**src/rtl/max31855_multi_reader.sv**
```systemverilog
// Multi-channel MAX31855 reader: sweeps N_CH devices on a shared SCK/MISO bus, emits frames on a ready/valid stream.
// Optional build macro MAX_FAULT_RETRY_EN re-reads a faulted (D16 set, not absent) frame once before emitting it.
module max31855_multi_reader #(
  parameter int N_CH          = 4,
  parameter int CLK_DIV       = 10,
  parameter int SAMPLE_PERIOD = 1000000,
  localparam int CH_W         = (N_CH > 1) ? $clog2(N_CH) : 1
) (
  input  logic             clk,
  input  logic             reset,
  input  logic             start,
  output logic             SPI_clk,
  output logic [N_CH-1:0]  SPI_cs,
  input  logic             SPI_Data_In,
  output logic             rd_valid,
  input  logic             rd_ready,
  output logic [CH_W-1:0]  rd_ch,
  output logic [31:0]      rd_data,
  output logic             rd_fault,
  output logic             rd_absent,
  output logic             busy,
  output logic             overrun
);

  localparam int DW = $clog2(CLK_DIV);
  localparam int PW = (SAMPLE_PERIOD > 1) ? $clog2(SAMPLE_PERIOD) : 1;

  localparam logic [2:0] ST_IDLE     = 3'd0;
  localparam logic [2:0] ST_CS_SETUP = 3'd1;
  localparam logic [2:0] ST_SHIFT    = 3'd2;
  localparam logic [2:0] ST_CS_HOLD  = 3'd3;
  localparam logic [2:0] ST_OUTPUT   = 3'd4;
  localparam logic [2:0] ST_CS_GAP   = 3'd5;

`ifdef MAX_FAULT_RETRY_EN
  localparam logic RETRY_EN = 1'b1;
`else
  localparam logic RETRY_EN = 1'b0;
`endif

  // A floating MISO reads as all ones; such a frame is never reported as a fault.
  function automatic logic frame_absent(input logic [31:0] f);
    return (f == 32'hFFFF_FFFF);
  endfunction

  function automatic logic frame_fault(input logic [31:0] f);
    return f[16] & ~frame_absent(f);
  endfunction

  function automatic logic [N_CH-1:0] cs_select_n(input logic [CH_W-1:0] ch);
    logic [N_CH-1:0] m;
    m = '1;
    m[ch] = 1'b0;
    return m;
  endfunction

  logic [2:0]      state_r, state_n;
  logic [CH_W-1:0] ch_r, ch_n;
  logic [DW-1:0]   div_r, div_n;
  logic [5:0]      half_r, half_n;
  logic [31:0]     shift_r;
  logic [PW-1:0]   period_r;
  logic            pending_r, pending_n;
  logic            retry_pend_r, retry_pend_n;
  logic            retried_r, retried_n;
  logic            valid_n, load_s, overrun_n;
  logic            div_done_s, tick_s, req_s, busy_s, launch_s, shift_en_s, cs_active_s;

  logic [N_CH-1:0] cs_r;
  logic            sck_r, valid_r, fault_r, absent_r, busy_r, overrun_r;
  logic [CH_W-1:0] rdch_r;
  logic [31:0]     data_r;

  assign div_done_s = (div_r == DW'(CLK_DIV - 1));
  assign tick_s     = (period_r == PW'(SAMPLE_PERIOD - 1));
  assign req_s      = start | tick_s;
  assign busy_s     = (state_r != ST_IDLE);
  assign launch_s   = ~busy_s & (req_s | pending_r);

  // Sweep request bookkeeping: one pending slot, a further request while it is full is an overrun.
  always_comb begin
    pending_n = pending_r;
    overrun_n = 1'b0;
    if (busy_s) begin
      if (req_s) begin
        if (pending_r) begin
          overrun_n = 1'b1;
        end else begin
          pending_n = 1'b1;
        end
      end else begin
        pending_n = pending_r;
      end
    end else begin
      pending_n = 1'b0;
    end
  end

  // Sweep FSM next-state; div_r times every CLK_DIV phase, half_r counts the 64 SCK half-periods.
  always_comb begin
    state_n      = state_r;
    ch_n         = ch_r;
    div_n        = div_r + DW'(1);
    half_n       = half_r;
    valid_n      = valid_r;
    load_s       = 1'b0;
    retry_pend_n = retry_pend_r;
    retried_n    = retried_r;
    case (state_r)
      ST_IDLE: begin
        div_n        = '0;
        half_n       = 6'd0;
        retry_pend_n = 1'b0;
        retried_n    = 1'b0;
        if (launch_s) begin
          state_n = ST_CS_SETUP;
          ch_n    = '0;
        end else begin
          state_n = ST_IDLE;
        end
      end
      ST_CS_SETUP: begin
        if (div_done_s) begin
          state_n = ST_SHIFT;
          div_n   = '0;
          half_n  = 6'd0;
        end else begin
          state_n = ST_CS_SETUP;
        end
      end
      ST_SHIFT: begin
        if (div_done_s) begin
          div_n = '0;
          if (half_r == 6'd63) begin
            state_n = ST_CS_HOLD;
          end else begin
            half_n = half_r + 6'd1;
          end
        end else begin
          state_n = ST_SHIFT;
        end
      end
      ST_CS_HOLD: begin
        if (div_done_s) begin
          div_n = '0;
          if (RETRY_EN && frame_fault(shift_r) && !retried_r) begin
            retry_pend_n = 1'b1;
            state_n      = ST_CS_GAP;
          end else begin
            load_s  = 1'b1;
            valid_n = 1'b1;
            state_n = ST_OUTPUT;
          end
        end else begin
          state_n = ST_CS_HOLD;
        end
      end
      ST_OUTPUT: begin
        div_n = '0;
        if (rd_ready) begin
          valid_n = 1'b0;
          state_n = ST_CS_GAP;
        end else begin
          state_n = ST_OUTPUT;
        end
      end
      ST_CS_GAP: begin
        if (div_done_s) begin
          div_n = '0;
          if (retry_pend_r) begin
            retry_pend_n = 1'b0;
            retried_n    = 1'b1;
            state_n      = ST_CS_SETUP;
          end else if (ch_r == CH_W'(N_CH - 1)) begin
            retried_n = 1'b0;
            state_n   = ST_IDLE;
          end else begin
            retried_n = 1'b0;
            ch_n      = ch_r + CH_W'(1);
            state_n   = ST_CS_SETUP;
          end
        end else begin
          state_n = ST_CS_GAP;
        end
      end
      default: begin
        state_n = ST_IDLE;
        div_n   = '0;
        valid_n = 1'b0;
      end
    endcase
  end

  // MISO is captured on the edge that raises SCK, i.e. at the start of every even half-period.
  assign shift_en_s  = (state_n == ST_SHIFT) && !half_n[0] && (div_n == '0);
  assign cs_active_s = (state_n == ST_CS_SETUP) || (state_n == ST_SHIFT) || (state_n == ST_CS_HOLD);

  // State and registered outputs; all SPI pins follow the next state so they change with it.
  always_ff @(posedge clk) begin
    if (!reset) begin
      state_r      <= ST_IDLE;
      ch_r         <= '0;
      div_r        <= '0;
      half_r       <= 6'd0;
      shift_r      <= 32'd0;
      period_r     <= '0;
      pending_r    <= 1'b0;
      retry_pend_r <= 1'b0;
      retried_r    <= 1'b0;
      cs_r         <= '1;
      sck_r        <= 1'b0;
      valid_r      <= 1'b0;
      data_r       <= 32'd0;
      rdch_r       <= '0;
      fault_r      <= 1'b0;
      absent_r     <= 1'b0;
      busy_r       <= 1'b0;
      overrun_r    <= 1'b0;
    end else begin
      state_r      <= state_n;
      ch_r         <= ch_n;
      div_r        <= div_n;
      half_r       <= half_n;
      period_r     <= tick_s ? '0 : period_r + PW'(1);
      pending_r    <= pending_n;
      retry_pend_r <= retry_pend_n;
      retried_r    <= retried_n;
      if (shift_en_s) begin
        shift_r <= {shift_r[30:0], SPI_Data_In};
      end
      cs_r      <= cs_active_s ? cs_select_n(ch_n) : '1;
      sck_r     <= (state_n == ST_SHIFT) && !half_n[0];
      valid_r   <= valid_n;
      if (load_s) begin
        data_r   <= shift_r;
        rdch_r   <= ch_r;
        fault_r  <= frame_fault(shift_r);
        absent_r <= frame_absent(shift_r);
      end
      busy_r    <= (state_n != ST_IDLE);
      overrun_r <= overrun_n;
    end
  end

  assign SPI_cs    = cs_r;
  assign SPI_clk   = sck_r;
  assign rd_valid  = valid_r;
  assign rd_data   = data_r;
  assign rd_ch     = rdch_r;
  assign rd_fault  = fault_r;
  assign rd_absent = absent_r;
  assign busy      = busy_r;
  assign overrun   = overrun_r;

endmodule

```
**config.mk**
```make
export PLATFORM = sky130hd
export DESIGN_NAME = max31855_multi_reader
export DESIGN_NICKNAME = d
export VERILOG_FILES = /design/src/rtl/max31855_multi_reader.sv
export SDC_FILE = /design/constraint.sdc
export NUM_CORES = 1
export LEC_CHECK = 0
export ABC_CLOCK_PERIOD_IN_PS = 2900
export CAP_MARGIN = 25
export CORE_ASPECT_RATIO = 1.25
export CORE_MARGIN = 3
export CORE_UTILIZATION = 25
export DETAILED_ROUTE_END_ITERATION = 6
export PLACE_DENSITY = 0.41
export SYNTH_ARGS = -nofsm -noshare
export SYNTH_HDL_FRONTEND = slang
export SYNTH_SLANG_ARGS = --single-unit
export TNS_END_PERCENT = 1
```
**constraint.sdc**
```tcl
create_clock -name clk -period 2.9 [get_ports clk]
set_clock_uncertainty 0.15 [all_clocks]
set_input_delay 0.435 -clock clk [delete_from_list [all_inputs] [get_ports clk]]
set_output_delay 0.435 -clock clk [all_outputs]
set_load 0.01 [all_outputs]
```
Yosys cells after proc, flatten, opt, wreduce, memory -nomap -nowiden
Index checks and enable logic that the tools add are counted.
- input port bits: 5
- register bits: 113
- output and inout port bits: 44
- order comparisons: 2
- equality and inequality tests: 19
- mux-type cells: 31
- bitwise logic cells: 9
- add/subtract/negate cells: 4
- reductions and logical operators: 21
- operators with widths (cell ; number):
    $eq A32 B32 Y1 const B ; 1
    $add A20 B1 Y20 const B ; 1
    $eq A20 B20 Y1 const B ; 1
    $mux W6 ; 3
    $pmux W3 S6 ; 1
    $pmux W6 S3 ; 1
    $eq A3 B2 Y1 const B ; 4
    $mux W3 ; 4
    $ne A2 B2 Y1 const B ; 6
    $mux W1 ; 11
    $mux W2 ; 5
    $reduce_bool A3 Y1 ; 3
    $mux W4 ; 2
    $reduce_or A4 Y1 ; 2
    $add A6 B1 Y6 const B ; 1
    $eq A3 B1 Y1 const B ; 2
    $eq A3 B3 Y1 const B ; 2
    $eq A6 B6 Y1 const B ; 1
    $reduce_and A2 Y1 ; 3
    $reduce_and A3 Y1 ; 2
    $add A4 B1 Y4 const B ; 1
    $eq A4 B4 Y1 const B ; 1
    $logic_not A4 Y1 ; 1
    $not A1 Y1 ; 4
    other kinds (18) ; 23

Logic depth before layout (Yosys ltp)
Gate-level depths: netlist of run 1.
- depth in word-level cells: 11
- gate-level depth with buffers: 10
- depth with buffers taken out: 8

Least setup slack after synthesis of run 1
Ideal clock, no wire load.
- path type: reg2reg
- from: register div_r[0]
- to: register shift_r[10]
- setup slack: 776 ps
- buffers on the path: 2
- library setup time: 119 ps
- arrival: 1855 ps
- stages on the path, launching flop included: 10
- required time: 2631 ps
- cells stage by stage: dfxtp_1 > ha_1 > nand3b_4 > or3_4 > o211ai_4 > a21oi_2 > o311a_1 > buf_6 > buf_12 > mux2i_1
- longest elaborated chain between the ends: 6
- elaborated cells between the ends (all ways): 17
- ends and longest elaborated chain (element ; line ; RTL):
    from (decl) ; 59 ; logic [DW-1:0] div_r, div_n;
    from (signal assigned) ; 222 ; div_r <= div_n;
    $eq A4 B4 Y1 ; 74 ; assign div_done_s = (div_r == DW'(CLK_DIV - 1));
    $mux W3 (tied with other cells) ; 168 ; if (div_done_s) begin
    $pmux W3 S6 / $pmux W6 S3 (equally long branches) ; 109 ; case (state_r)
    $eq A3 B2 Y1 / $logic_not A1 Y1 (equally long branches) ; 195 ; assign shift_en_s = (state_n == ST_SHIFT) && !half_n[0] && (div_n == '0);
    $logic_and A1 B1 Y1 ; 195 ;
    $logic_and A1 B1 Y1 (*) ; 195 ;
    to (signal assigned) ; 229 ; shift_r <= {shift_r[30:0], SPI_Data_In};
    to (decl) ; 61 ; logic [31:0] shift_r;
Mark *: on every way between the ends. The rest lies on a longest branch, timed or not. The select of a mux whose other input is x is not followed.
A chain may end at the register's enable or synchronous reset.

Worst setup path in the final report of run 1
- from: register div_r[0]
- to: register shift_r[31]
Same word-level chain as after synthesis.

==> results of run 1 <==
[metrics by stage]
stage | cells | worst slack (ns) | utilization | instance area, um2
5_1_grt | 775 | 0.321 | 0.313 | 5560
3_3_place_gp | 761 | 0.544 | 0.297 | 5270
3_5_place_dp | 761 | 0.452 | 0.297 | 5270
6_report | 775 | 0.591 | 0.313 | 5560
4_1_cts | 775 | 0.554 | 0.313 | 5560
2_1_floorplan | 509 | 0.776 | - | 4600
[worst paths after layout]
check	from	to
max	div_r[0]	shift_r[31]
min	reset	SPI_cs[1]
max reg2reg	div_r[0]	shift_r[31]
min reg2reg	pending_r	overrun
[where the power goes]
part           total [mW]  internal [mW]  switching [mW]
Clock                1.26          0.712           0.552
Sequential           1.56           1.55         0.00944
Combinational      0.0821         0.0332          0.0490
Total                2.90           2.29           0.611
[final cells by class]
class | instances | area [um2] | area share
timing repair buffer | 53 | 538 | 0.0967
tap | 224 | 280 | 0.0504
multi-input combinational | 363 | 2170 | 0.391
inverter | 9 | 33.8 | 0.00607
clock inverter | 2 | 38.8 | 0.00697
sequential | 112 | 2240 | 0.403
clock buffer | 12 | 256 | 0.0461
[sequential cells by signal (all words and copies together) (netlist names)]
name / cells
div_r: 4
busy: 1
rd_data: 32
ch_r: 2
rd_valid: 1
rd_fault: 1
half_r: 6
rd_absent: 1
SPI_cs: 4
period_r: 20
pending_r: 1
rd_ch: 2
overrun: 1
SPI_clk: 1
state_r: 3
shift_r: 32
[worst max-delay path, stage by stage (launching register included)]
cell and delay (ns):
dfxtp_1 0.40, ha_1 0.26, nand3b_4 0.13, a32oi_1 0.31
o211ai_4 0.15, a21oi_2 0.15, o311a_2 0.22, buf_12 0.24
mux2i_1 0.22
[layer usage]
metal / vias up / wire [um] / track usage
met5: - / 0 / 0
met3: 10 / 328 / 0.0263
met4: 0 / 143 / 0.0393
li1: 1795 / - / -
met2: 45 / 4810 / 0.173
met1: 1650 / 4890 / 0.141
[cells by family (layout without fill, tap and decap cells)]
kind of cell    count (synthesis)  count (layout)  synth area share
simple gates                  231             231             0.234
flops                         112             112             0.487
compound gates                 71              71             0.110
buf+inv                        34              76            0.0405
mux                            32              32            0.0696
xor+xnor                       25              25            0.0476
fa+ha+maj                       4               4            0.0109
[cell usage in the layout, fill, tap and decap left out, types with 10 or more instances in the layout]
cell type	netlist	final
dfxtp_1	112	112
clkdlybuf4s50_1	0	47
nand2_1	120	120
nand3_1	13	13
mux2i_1	32	32
a21boi_0	38	38
xor2_1	11	11
a21oi_1	11	11
nor2_1	41	40
xnor2_1	14	14
nand4_1	10	10
==> metrics.cfg, run 1 <==
[worst_setup_path]
reg2reg_slack_ns = 0.59
arrival_ns = 2.44
critical_path_class = register to register
critPathLaunchType = register
cp_data_required_time_ns = 3.03
end_kind = register
reg2regPathDepth = 8
crit_path_max_fanout = 32

[timing]
worst_hold_slack_ns = 0.270
timing.final.crit_period_ns = 2.31
fmax_mhz = 433
rsz0062_at_grt = false
slew_violations = 0
worst_slew_pin_slew_ns = 0.641
slew-limit-headroom = 0.571
setup_viol = 0
tns_ns = 0
hold_viol_final = 0
period_share = 0.796

[synthesis]
yosys_warnings = 0
ys_async_sr_fraction = 0
synth.top_cell.area_share = 0.487
syn_area_per_cell_um2 = 9.04
synth_largest_area_cell = dfxtp_1
ys_ff_latch = 112
synth_common_cells = nand2_1, dfxtp_1, nor2_1, a21boi_0, mux2i_1
synthFlopType = dfxtp_1
synth_most_common_cell = nand2_1
synth_nets = 518
ys_types = 51
synth_edf_count = 0
synth_area_um2 = 4600
synth_cells = 509
synthTopCellsByArea = dfxtp_1, nand2_1, mux2i_1
ys_seq_area_frac = 0.487

[route]
routed_wl_um = 10200
via_count = 3500
wire_per_inst_um = 13.1
drc_errors = 0
drt-vias-per-instance = 4.52
antenna_left = 0
first_iter_violations = 181
drt-pass1-iter-count = 4

[floorplan]
die_h_um = 158
start_util = 0.259
rows = 54
die_area_um2 = 20100
die_x_um = 127
coreArea_um2 = 17800
ios = 49

[clock_tree]
postCtsSetupBuffers = 0
clock_sinks = 112
insertion_delay_ns = 0.35
cts_made_buffers = 9
cts.clk_slew.worst_paths_ns = 0.07
hold_buffers = 0
clockRootBuffer = clkbuf_16
clk_path_buf_depth = 2
cts_resized = 0
cts_htree_levels = 3
cts_tree = done

[place]
gp_congestion = 0.766
portBuffers = 48
place_hpwl_um = 7010

[min_path]
worst_hold_path_type = input pin to register
whs_path_depth = 2

[pwr]
power_mw = 2.90
irDropWorstVdd_uv = 229
total_leakage_power_nw = 1.85
p_per_area_nw_per_um2 = 522

[cells_and_area]
n_fill_cell = 1879
area_delta_synth_final_pct = 21.0
final_layout_size_suffix_gt1_frac = 0.0599
nets = 557
antenna_cells = 0

[global_route]
grt_use_total = 0.108
first_global_vias = 3557
grt_pass1_wl_um = 17700
grt_max_degree = 76
grt_antenna_before_repair = 0
gr-total-overflow = 0

[status]
status = finished clean

[flow_run]
maxCapViolations = 0

Note: power is estimated with default switching activity, not from simulation.
==> inputs of run 2 (changes only) <==
--- a/config.mk
+++ b/config.mk
@@ -5,13 +5,13 @@
 export SDC_FILE = /design/constraint.sdc
 export NUM_CORES = 1
 export LEC_CHECK = 0
-export ABC_CLOCK_PERIOD_IN_PS = 2900
+export ABC_CLOCK_PERIOD_IN_PS = 2100
 export CAP_MARGIN = 25
 export CORE_ASPECT_RATIO = 1.25
 export CORE_MARGIN = 3
 export CORE_UTILIZATION = 25
 export DETAILED_ROUTE_END_ITERATION = 6
-export PLACE_DENSITY = 0.41
+export PLACE_DENSITY = 0.42
 export SYNTH_ARGS = -nofsm -noshare
 export SYNTH_HDL_FRONTEND = slang
 export SYNTH_SLANG_ARGS = --single-unit
==> constraint.sdc (replaced) <==
create_clock -name clk -period 2.1 [get_ports clk]
set_clock_uncertainty 0.15 [all_clocks]
set_input_delay 0.315 -clock clk [delete_from_list [all_inputs] [get_ports clk]]
set_output_delay 0.315 -clock clk [all_outputs]
set_load 0.01 [all_outputs]
==> run 2 against run 1 <==
The flow now finishes with violations (setup timing). Total power increased by 41%. Register-to-register slack lost 0.65 ns. Sequential share of layout area decreased by 2.6 points. Via count up 6.0%. Critical endpoint is now shift_r[1].
==> metrics.cfg, run 2 (same netlist as run 1, synthesis figures left out) <==
[pwr]
pwr-share-comb = 0.037  ; was 0.028
p_int_mw = 3.18  ; was 2.29 mW
switchingPower_mw = 0.904  ; was 0.611 mW
irDropWorstVdd_uv = 367  ; was 229 uV
p_per_area_nw_per_um2 = 685  ; was 522 nW/um2
total_leakage_power_nw = 2.06  ; was 1.85 nW
seqPwrFrac = 0.525  ; was 0.536
pwr-share-clk = 0.438  ; was 0.436
power_mw = 4.08  ; was 2.90 mW
switching_share = 0.222  ; was 0.210

[status]
status = complete, but fails checks  ; was finished clean
violations = setup timing

[route]
via_count = 3709  ; was 3500
drt-vias-per-instance = 4.57  ; was 4.52
antenna_left = 0  ; unchanged
first_iter_violations = 179  ; was 181
wire_per_inst_um = 13.6  ; was 13.1 um
drc_errors = 0  ; unchanged
routed_wl_um = 11000  ; was 10200 um
drt-pass1-iter-count = 4  ; unchanged

[worst_setup_path]
critPathBufInv = 1  ; unchanged
crit_path_max_fanout = 6  ; was 32
cp_slowest_cell = dfxtp_1  ; unchanged
critical_path_class = register to register  ; unchanged
arrival_ns = 2.29  ; was 2.44 ns
end_kind = register  ; unchanged
critPathTopFamily = compound AO/OA/AOI/OAI gates  ; unchanged
max_stage_delay_ns = 0.35  ; was 0.40 ns
cp_data_required_time_ns = 2.23  ; was 3.03 ns
critPathLaunchType = register  ; unchanged
crit_chain = ha_1 > nand3_2 > nor4_2 > o21ai_0 > a21oi_2 > o311a_4 > clkbuf_16 > mux2i_1  ; was ha_1 > nand3b_4 > a32oi_1 > o211ai_4 > a21oi_2 > o311a_2 > buf_12 > mux2i_1

[flow_run]
maxCapViolations = 0  ; unchanged

[timing]
worst_slew_pin_slew_ns = 0.379  ; was 0.641 ns
setup_slack_ns = -0.0596  ; was 0.591 ns
period_share = 1.03  ; was 0.796
timing.final.crit_period_ns = 2.16  ; was 2.31 ns
hold_viol_final = 0  ; unchanged
worst_hold_slack_ns = 0.141  ; was 0.270 ns
fmax_mhz = 463  ; was 433 MHz
slew-limit-headroom = 0.745  ; was 0.571
setup_viol = 28  ; was 0
rsz0062_at_grt = true  ; was false
tns_ns = -0.931  ; was 0 ns
slew_violations = 0  ; unchanged

[place]
place_area_um2 = 5500  ; was 5270 um2
place_hpwl_um = 7680  ; was 7010 um
place_ws_ns = -0.123  ; was 0.452 ns
gp_congestion = 0.793  ; was 0.766
portBuffers = 48  ; unchanged
post-place-cells = 791  ; was 761

[clock_tree]
cts_made_buffers = 9  ; unchanged
cts_htree_levels = 3  ; unchanged
insertion_delay_ns = 0.35  ; about the same
cts.clk_slew.worst_paths_ns = 0.07  ; about the same
clock_sinks = 112  ; unchanged
cts_tree = done  ; unchanged
clockRootBuffer = clkbuf_16  ; unchanged
clk_path_buf_depth = 2  ; unchanged

[cells_and_area]
final_layout_size_suffix_gt1_frac = 0.136  ; was 0.0599
n_fill_cell = 1853  ; was 1879
area_delta_synth_final_pct = 29.5  ; was 21.0%
final_core_util = 0.335  ; was 0.313
final_common_cell = nand2_1  ; unchanged
multi_input_area_um2 = 2230  ; was 2170 um2
antenna_cells = 0  ; unchanged
final_cells = 811  ; was 775
mostFrequentLayoutCells = nand2_1, dfxtp_1, clkdlybuf4s50_1, nor2_1, a21boi_0  ; unchanged
design_area_um2 = 5960  ; was 5560 um2
regArea_um2 = 2240  ; about the same
nets = 591  ; was 557

[floorplan]
rows = 54  ; unchanged
die_x_um = 127  ; unchanged
die_area_um2 = 20100  ; unchanged
ios = 49  ; unchanged
coreArea_um2 = 17800  ; unchanged
die_h_um = 158  ; unchanged
start_util = 0.259  ; unchanged

[global_route]
grt_use_total = 0.109  ; was 0.108
grt_pass1_wl_um = 17900  ; was 17700 um
first_global_vias = 3675  ; was 3557
grt_max_degree = 42  ; was 76
grt_antenna_before_repair = 0  ; unchanged
gr-total-overflow = 0  ; unchanged

[min_path]
worst_hold_path_type = input pin to register  ; unchanged

==> run 2: changes by cell type in the layout (fill, tap and decap cells not counted), moves of 2 or more <==
cell / delta
dfxtp_2: +2
nor4_2: +2
nand3_2: +2
inv_6: +2
clkbuf_16: +3
nand3_1: -2
buf_4: +29
nor4_1: -2
dfxtp_1: -2
==> run 2: timing repair <==
action	in CTS	in global routing
buffers inserted	0	0
hold buffers	0	0
gates resized for setup	1	14
gates cloned	0	4
setup endpoints to repair	33	41
pin swaps	0	4
==> run 2: layer usage <==
metal	share of wire	global-route usage	wire length, um	vias up
met5	0	0	0	-
met4	0.019	0.0480	210	0
met3	0.032	0.0206	354	12
met2	0.48	0.179	5250	55
met1	0.47	0.140	5220	1773
li1	-	-	-	1869
==> run 2: worst paths after layout <==
kind	startpoint	cells past startpoint	slack, ns	end
max reg2reg	half_r[0]	8	-0.06	shift_r[1]
min reg2reg	pending_r	2	0.30	overrun
min	reset	2	0.14	SPI_cs[1]
max	half_r[0]	8	-0.06	shift_r[1]
==> run 2: power groups by stage <==
stage | logic, mW | clock network (mW) | registers, mW
floorplan | 0.0790 | 0 | 2.19
global placement | 0.146 | 0 | 2.19
detailed placement | 0.147 | 0 | 2.19
CTS | 0.148 | 1.86 | 2.14
global route | 0.166 | 1.94 | 2.15
finish | 0.149 | 1.79 | 2.14
==> run 2: area by class of cell <==
| type | instances | area share |
|---|---|---|
| clock buffer | 11 | 0.0407 |
| clock inverter | 5 | 0.0103 |
| inverter | 9 | 0.00567 |
| multi-input combinational | 363 | 0.375 |
| sequential | 112 | 0.377 |
| tap | 224 | 0.0470 |
| timing repair buffer | 87 | 0.145 |
